==> config.mk <==
export PLATFORM = sky130hd
export DESIGN_NAME = joy_db15_reader_flat
export DESIGN_NICKNAME = d
export VERILOG_FILES = /design/src/rtl/joy_db15_reader_if.sv /design/src/rtl/joy_db15_reader.sv /design/src/flat_wrapper.sv
export SDC_FILE = /design/constraint.sdc
export NUM_CORES = 1
export LEC_CHECK = 0
export ABC_CLOCK_PERIOD_IN_PS = 5000
export CAP_MARGIN = 30
export CORE_MARGIN = 2
export CORE_UTILIZATION = 30
export DETAILED_ROUTE_END_ITERATION = 8
export PLACE_DENSITY = 0.58
export SLEW_MARGIN = 30
export SYNTH_ARGS = -nofsm -noshare
export SYNTH_HDL_FRONTEND = slang
export SYNTH_SLANG_ARGS = --single-unit
==> constraint.sdc <==
create_clock -name clk -period 5 [get_ports clk]
set_input_delay 1.5 -clock clk [delete_from_list [all_inputs] [get_ports clk]]
set_output_delay 1.5 -clock clk [all_outputs]
set_load 0.05 [all_outputs]
==> src/rtl/joy_db15_reader_if.sv <==
// Pin and output bundle between the DB15 reader, the user-port adapter and the joystick mux.
// master = reader side, slave = adapter/consumer side.
interface joy_db15_reader_if;
   logic        JOY_DATA;
   logic        JOY_CLK;
   logic        JOY_LOAD;
   logic [15:0] joystick1;
   logic [15:0] joystick2;
   logic        frame_done;

   modport master (
      input  JOY_DATA,
      output JOY_CLK, JOY_LOAD, joystick1, joystick2, frame_done
   );

   modport slave (
      output JOY_DATA,
      input  JOY_CLK, JOY_LOAD, joystick1, joystick2, frame_done
   );
endinterface

==> src/rtl/joy_db15_reader.sv <==
// DB15 adapter reader: loads/shifts a 24-bit serial frame forever and publishes two 12-bit player words.
// Optional two-frame agreement filter selected by macro JOY_DB15_FILTER_EN.
module joy_db15_reader #(
   parameter int CLK_DIV   = 48,
   parameter int GAP_TICKS = 16
) (
   input  logic              clk,
   input  logic              reset_n,
   joy_db15_reader_if.master joy
);
   localparam logic [7:0] DIV_LAST = 8'(CLK_DIV - 1);
   localparam logic [7:0] GAP_LAST = 8'(GAP_TICKS - 1);
   localparam logic [4:0] BIT_LAST = 5'd23;

   typedef enum logic [1:0] {ST_LOAD, ST_SHIFT, ST_GAP} state_t;

   state_t      state_q, state_d;
   logic [7:0]  cnt_q, cnt_d;
   logic [7:0]  gap_q, gap_d;
   logic [4:0]  bit_q, bit_d;
   logic        phase_b_q, phase_b_d;
   logic [23:0] shreg_q, shreg_d;
   logic        sync1_q, sync2_q;
   logic        load_q, load_d;
   logic        jclk_q, jclk_d;
   logic        done_q, done_d;
   logic [11:0] joy1_q, joy1_d;
   logic [11:0] joy2_q, joy2_d;
   logic        tick;
   logic        frame_end;
`ifdef JOY_DB15_FILTER_EN
   logic [23:0] prev_q, prev_d;
   logic        prev_vld_q, prev_vld_d;
`endif

   assign tick      = (cnt_q == DIV_LAST);
   assign frame_end = tick && (state_q == ST_SHIFT) && phase_b_q && (bit_q == BIT_LAST);

   always_comb begin
      cnt_d     = tick ? 8'd0 : cnt_q + 8'd1;
      state_d   = state_q;
      gap_d     = gap_q;
      bit_d     = bit_q;
      phase_b_d = phase_b_q;
      shreg_d   = shreg_q;
      jclk_d    = jclk_q;
      // One-cycle lag on the load strobe keeps its low time a full tick, also straight after reset.
      load_d    = (state_q != ST_LOAD);
      done_d    = frame_end;
      joy1_d    = joy1_q;
      joy2_d    = joy2_q;
`ifdef JOY_DB15_FILTER_EN
      prev_d     = prev_q;
      prev_vld_d = prev_vld_q;
`endif
      if (tick) begin
         case (state_q)
            ST_LOAD: begin
               bit_d     = 5'd0;
               phase_b_d = 1'b0;
               state_d   = ST_SHIFT;
            end
            ST_SHIFT: begin
               if (!phase_b_q) begin
                  shreg_d[bit_q] = ~sync2_q;
                  jclk_d         = 1'b1;
                  phase_b_d      = 1'b1;
               end else begin
                  jclk_d    = 1'b0;
                  phase_b_d = 1'b0;
                  bit_d     = bit_q + 5'd1;
                  if (bit_q == BIT_LAST) begin
                     state_d = ST_GAP;
                     gap_d   = 8'd0;
                  end
               end
            end
            ST_GAP: begin
               if (gap_q == GAP_LAST) state_d = ST_LOAD;
               else                   gap_d   = gap_q + 8'd1;
            end
            default: state_d = ST_LOAD;
         endcase
      end
      if (frame_end) begin
`ifdef JOY_DB15_FILTER_EN
         if (prev_vld_q && (prev_q == shreg_q)) begin
            joy1_d = shreg_q[11:0];
            joy2_d = shreg_q[23:12];
         end
         prev_d     = shreg_q;
         prev_vld_d = 1'b1;
`else
         joy1_d = shreg_q[11:0];
         joy2_d = shreg_q[23:12];
`endif
      end
   end

   always_ff @(posedge clk or negedge reset_n) begin
      if (!reset_n) begin
         state_q   <= ST_LOAD;
         cnt_q     <= 8'd0;
         gap_q     <= 8'd0;
         bit_q     <= 5'd0;
         phase_b_q <= 1'b0;
         shreg_q   <= 24'd0;
         sync1_q   <= 1'b1;
         sync2_q   <= 1'b1;
         load_q    <= 1'b1;
         jclk_q    <= 1'b0;
         done_q    <= 1'b0;
         joy1_q    <= 12'd0;
         joy2_q    <= 12'd0;
`ifdef JOY_DB15_FILTER_EN
         prev_q     <= 24'd0;
         prev_vld_q <= 1'b0;
`endif
      end else begin
         state_q   <= state_d;
         cnt_q     <= cnt_d;
         gap_q     <= gap_d;
         bit_q     <= bit_d;
         phase_b_q <= phase_b_d;
         shreg_q   <= shreg_d;
         sync1_q   <= joy.JOY_DATA;
         sync2_q   <= sync1_q;
         load_q    <= load_d;
         jclk_q    <= jclk_d;
         done_q    <= done_d;
         joy1_q    <= joy1_d;
         joy2_q    <= joy2_d;
`ifdef JOY_DB15_FILTER_EN
         prev_q     <= prev_d;
         prev_vld_q <= prev_vld_d;
`endif
      end
   end

   assign joy.JOY_CLK    = jclk_q;
   assign joy.JOY_LOAD   = load_q;
   assign joy.frame_done = done_q;
   assign joy.joystick1  = {4'b0000, joy1_q};
   assign joy.joystick2  = {4'b0000, joy2_q};
endmodule

==> src/flat_wrapper.sv <==
// flat-port wrapper written by rule: the top's interface ports become plain ports
module joy_db15_reader_flat 
#(
   parameter int CLK_DIV   = 48,
   parameter int GAP_TICKS = 16
)
  (clk, reset_n, joy_JOY_DATA, joy_JOY_CLK, joy_JOY_LOAD, joy_joystick1, joy_joystick2, joy_frame_done);
  joy_db15_reader_if joy_i ();
  input  logic clk;
  input  logic reset_n;
  input wire logic [$bits(joy_i.JOY_DATA)-1:0] joy_JOY_DATA;
  output wire logic [$bits(joy_i.JOY_CLK)-1:0] joy_JOY_CLK;
  output wire logic [$bits(joy_i.JOY_LOAD)-1:0] joy_JOY_LOAD;
  output wire logic [$bits(joy_i.joystick1)-1:0] joy_joystick1;
  output wire logic [$bits(joy_i.joystick2)-1:0] joy_joystick2;
  output wire logic [$bits(joy_i.frame_done)-1:0] joy_frame_done;
  assign joy_i.JOY_DATA = joy_JOY_DATA;
  assign joy_JOY_CLK = joy_i.JOY_CLK;
  assign joy_JOY_LOAD = joy_i.JOY_LOAD;
  assign joy_joystick1 = joy_i.joystick1;
  assign joy_joystick2 = joy_i.joystick2;
  assign joy_frame_done = joy_i.frame_done;
  joy_db15_reader #(.CLK_DIV(CLK_DIV), .GAP_TICKS(GAP_TICKS)) u_core (.clk(clk), .reset_n(reset_n), .joy(joy_i));
endmodule
Word level (Yosys, flattened, before mapping)

Index checks and enable logic that the tools add are counted.

Register bits after elaboration: 77
Bits of input ports: 3
Output and inout bits: 35
Logic and storage cells: 59

Add/subtract/negate cells: 3
Magnitude comparators: 2
Equal/unequal tests: 9
Muxes and demuxes: 16
Bitwise gates (word level): 2
Reduce and logical (&&, ||, !) cells: 14

Operators by type and width:

| operator            | count |
|---|---|
| $mux 8              | 4 |
| $bwmux 24           | 1 |
| $add 8x1->8 const B | 2 |
| $pmux 8 s2          | 1 |
| $pmux 5 s2          | 1 |
| $eq 8x4->1 const B  | 1 |
| $eq 8x6->1 const B  | 1 |
| $lt 5x6->1 const B  | 1 |
| $mux 2              | 3 |
| $pmux 2 s3          | 1 |
| $reduce_and 3->1    | 2 |
| $reduce_bool 2->1   | 3 |
| $add 5x1->5 const B | 1 |
| $demux 1 s5         | 1 |
| $eq 5x5->1 const B  | 1 |
| $ge 5x1->1 const B  | 1 |
| $mux 5              | 1 |
| $reduce_and 5->1    | 1 |
| $logic_and 1x1->1   | 4 |
| $ne 2x1->1 const B  | 2 |
| $ne 2x2->1 const B  | 2 |
| $reduce_and 2->1    | 2 |
| $reduce_and 4->1    | 1 |
| $eq 2x1->1 const B  | 1 |
| 5 further kinds     | 7 |

Logic depth before layout (Yosys ltp)

Depth after elaboration: 5
Gate-level depth with buffers: 9
Depth with buffers taken out: 6

Least setup slack after synthesis

OpenSTA, ideal clock, no wires.

Kind: reg-to-output
Start: reg u_core.load_q, in the netlist u_core.joy.JOY_LOAD
End: out joy_JOY_LOAD
Arrival: 656 ps
Data required time: 3,500 ps
Slack: 2,844 ps
Cell stages (with the launch flop): 1
Path buffers: 0
Cells stage by stage: dfstp_2

RTL lines:

| element                | line                   | text |
|---|---|---|
| start, declared        | joy_db15_reader.sv:24  | `logic load_q, load_d;` |
| start signal, assigned | joy_db15_reader.sv:128 | `load_q <= load_d;` |
| end, declared          | flat_wrapper.sv:13     | `output wire logic [$bits(joy_i.JOY_LOAD)-1:0] joy_JOY_LOAD;` |

No word-level cell between the ends.

Worst setup path in the final report

Start: reg u_core.load_q, in the netlist u_core.joy.JOY_LOAD
End: out joy_JOY_LOAD

No word-level cell between the ends.

==> flow_metrics.env <==
export IMPL_port_buffers=29
export IMPL_syn_area_mm2=0.00365
export IMPL_crit_path_end_kind="output port"
export IMPL_cts_tree="done"
export IMPL_layout_min_cycle_time_ns=3.13
export IMPL_hp_class="reg2reg"
export IMPL_totalWireLength_um=6960
export IMPL_diodes=0
export IMPL_hold_buffers=0
export IMPL_synth_edf_count=0
export IMPL_cp_arrival_ns=1.63
export IMPL_cts_resized=0
export IMPL_path_cells="clkdlybuf4s50_1"
export IMPL_grt_pass1_wl_um=11900
export IMPL_rsz0062_at_grt="no"
export IMPL_critPathSlowestCell="clkdlybuf4s50_1"
export IMPL_worst_path_largest_cell_delay_ns=0.79
export IMPL_cts_clk_slew_worst_paths_ns=0.05
export IMPL_p_sw_frac=0.221
export IMPL_clock_power_share=0.497
export IMPL_first_global_vias=2399
export IMPL_synth_ff_type="dfrtp_1"
export IMPL_crit_required_ns=3.50
export IMPL_avgRoutedWirePerCell_um=14.4
export IMPL_die_h_um=114
export IMPL_pwr_share_seq=0.482
export IMPL_syn_area_per_cell_um2=12.0
export IMPL_cts_sinks=77
export IMPL_clk_latency_ns=0.34
export IMPL_hold_viol_final=0
export IMPL_critical_path_top_delay_family="buffers and inverters"
export IMPL_relSlewSlack=0.533
export IMPL_leakagePower_nw=2.04
export IMPL_p_int_mw=1.01
export IMPL_fillCellCount=1170
export IMPL_cts_max_level=3
export IMPL_place_hpwl_um=4480
export IMPL_ios=38
export IMPL_core_mm2=0.0120
export IMPL_power_switching_uw=287
export IMPL_drt_initial_drc_count=114
export IMPL_status="finished clean"
export IMPL_fin_tns_setup_ns=0
export IMPL_cap_viol_max_count=0
export IMPL_ys_warn_count=0
export IMPL_nets=341
export IMPL_seq_area_mm2=0.00193
export IMPL_cp_start_kind="register"
export IMPL_fin_util=0.359
export IMPL_grt_max_degree=78
export IMPL_slew_viol_final=0
export IMPL_postCtsSetupBuffers=0
export IMPL_p_comb_frac=0.021
export IMPL_multi_input_area_mm2=0.00147
export IMPL_fin_crit_sh=0.626
export IMPL_dr_pass1_iters=4
export IMPL_synthCells=305
export IMPL_cts_buffers=9
export IMPL_grt_antenna_before_repair=0
export IMPL_synth_seq_cells=77
export IMPL_path_max_fanout=1
export IMPL_path_buf_inv=1
export IMPL_worstMarginPinSlew_ns=0.701
export IMPL_track_usage=0.117
export IMPL_synthArstFlopShare=1.00
export IMPL_yosysSeqAreaShare=0.529
export IMPL_vias=2344
export IMPL_cts_buffer_depth=2
export IMPL_area_delta_synth_final_pct=17.7
export IMPL_grt_overflow_total=0
export IMPL_drive_gt1_frac=0.142
export IMPL_p_per_area_mw_per_mm2=303
export IMPL_critPathKind="reg2out"
export IMPL_synth_cell_types=59
export IMPL_max_freq_mhz=320
export IMPL_dieArea_mm2=0.0131
export IMPL_ant_nets=0
export IMPL_die_w_um=114
export IMPL_start_util=0.305
export IMPL_gp_congestion=0.771
export IMPL_skew_ns=0.00947
export IMPL_drc=0
export IMPL_setup_viol_count_final=0
export IMPL_num_rows=40
export IMPL_peakVddDrop_v=0.000141
export IMPL_cts_root_buf="clkbuf_16"
export IMPL_via_per_inst=4.84
## flip-flops by register name, indices dropped and copies added, names as in the netlist
register               flops
u_core.phase_b_q           1
u_core.joy2_q             12
u_core.sync2_q             1
u_core.joy.JOY_CLK         1
u_core.joy.JOY_LOAD        1
u_core.joy.frame_done      1
u_core.joy1_q             12
u_core.gap_q               8
u_core.state_q             2
u_core.cnt_q               8
u_core.shreg_q            24
u_core.sync1_q             1
u_core.bit_q               5
## layout make-up
cell class	count	share of cell area
flip-flops and latches	77	0.449
multi-input cells	185	0.343
repair buffers	30	0.0696
clock buffers	9	0.0524
well taps	147	0.0428
inverters	29	0.0259
clock inverters	7	0.0169
## power by group through the flow
stage / clock (mW) / combinational, mW / sequential [mW]
4_1_cts: 0.672 / 0.0275 / 0.628
6_report: 0.647 / 0.0268 / 0.628
3_3_place_gp: 0 / 0.0272 / 0.639
5_1_grt: 0.694 / 0.0299 / 0.628
2_1_floorplan: 0 / 0.0204 / 0.637
3_5_place_dp: 0 / 0.0275 / 0.639
## logic make-up after synthesis
group / count (synthesis) / share of synthesized area
AOI/OAI and AO/OA: 35 / 0.0710
xor gates and xnor gates: 6 / 0.0144
adders and majority gates: 6 / 0.0206
buffers and inverters: 50 / 0.0744
DFF: 77 / 0.529
muxes: 49 / 0.153
other: 1 / 0.00103
and+or+nand+nor: 81 / 0.137
## per-stage QoR
stage	hold slack [ns]	instances	area, um^2	total power [mW]	worst slack, ns
6_report	0.361	484	4300	1.30	1.87
2_1_floorplan	0.345	312	3680	0.657	2.84
3_3_place_gp	0.359	468	4000	0.666	2.22
3_5_place_dp	0.357	468	4000	0.667	2.22
4_1_cts	0.365	484	4290	1.33	1.85
5_1_grt	0.366	484	4300	1.35	1.84
## routing by layer
metal | vias up | share of wire | GRT usage
li1 | 1111 | - | -
met1 | 1152 | 0.47 | 0.151
met2 | 65 | 0.45 | 0.174
met3 | 16 | 0.049 | 0.0318
met4 | 0 | 0.031 | 0.0748
met5 | - | 0 | 0
## synth_stat cells, types with 4 or more instances
| cell | count | area share |
|---|---|---|
| and3_1 | 6 | 0.010 |
| mux2_1 | 9 | 0.028 |
| nand4_1 | 4 | 0.0069 |
| inv_1 | 28 | 0.029 |
| mux2i_1 | 25 | 0.069 |
| clkbuf_1 | 4 | 0.0041 |
| nand3_1 | 29 | 0.040 |
| nor2_1 | 5 | 0.0051 |
| ha_1 | 6 | 0.021 |
| buf_6 | 4 | 0.012 |
| nand2_1 | 8 | 0.0082 |
| buf_4 | 10 | 0.021 |
| mux2_2 | 5 | 0.015 |
| o21ai_0 | 6 | 0.0082 |
| dfrtp_1 | 74 | 0.51 |
| a31oi_1 | 4 | 0.0069 |
| nor3_1 | 4 | 0.0055 |
| mux2_4 | 10 | 0.041 |
## path summary, 6_finish.rpt
kind                                                    start                             to  slack [ns]  cells past startpoint
worst max-delay path            u_core.joy.JOY_LOAD$_DFF_PN1_                   joy_JOY_LOAD        1.87                      1
max in group asynchronous                             reset_n  u_core.shreg_q[8]$_DFFE_PN0P_        3.34                      1
worst min-delay path                 u_core.sync1_q$_DFF_PN1_       u_core.sync2_q$_DFF_PN1_        0.36                      0
min in group asynchronous                             reset_n      u_core.cnt_q[0]$_DFF_PN0_        1.20                      1
worst max register to register      u_core.cnt_q[4]$_DFF_PN0_   u_core.joy1_q[9]$_DFFE_PN0P_        2.49                      5
worst min register to register       u_core.sync1_q$_DFF_PN1_       u_core.sync2_q$_DFF_PN1_        0.36                      0
## cell usage in the layout, fill, tap and decap left out, types with 4 or more instances in the layout
cell	n
a31oi_1	4
and3_1	6
clkbuf_16	9
clkdlybuf4s50_1	28
conb_1	8
dfrtp_1	74
ha_1	6
inv_1	28
mux2_1	9
mux2_2	5
mux2_4	10
mux2i_1	25
nand2_1	8
nand3_1	29
nand4_1	4
nor2_1	5
nor3_1	4
o21ai_0	6
No activity file was read; power rests on OpenSTA's default activity.
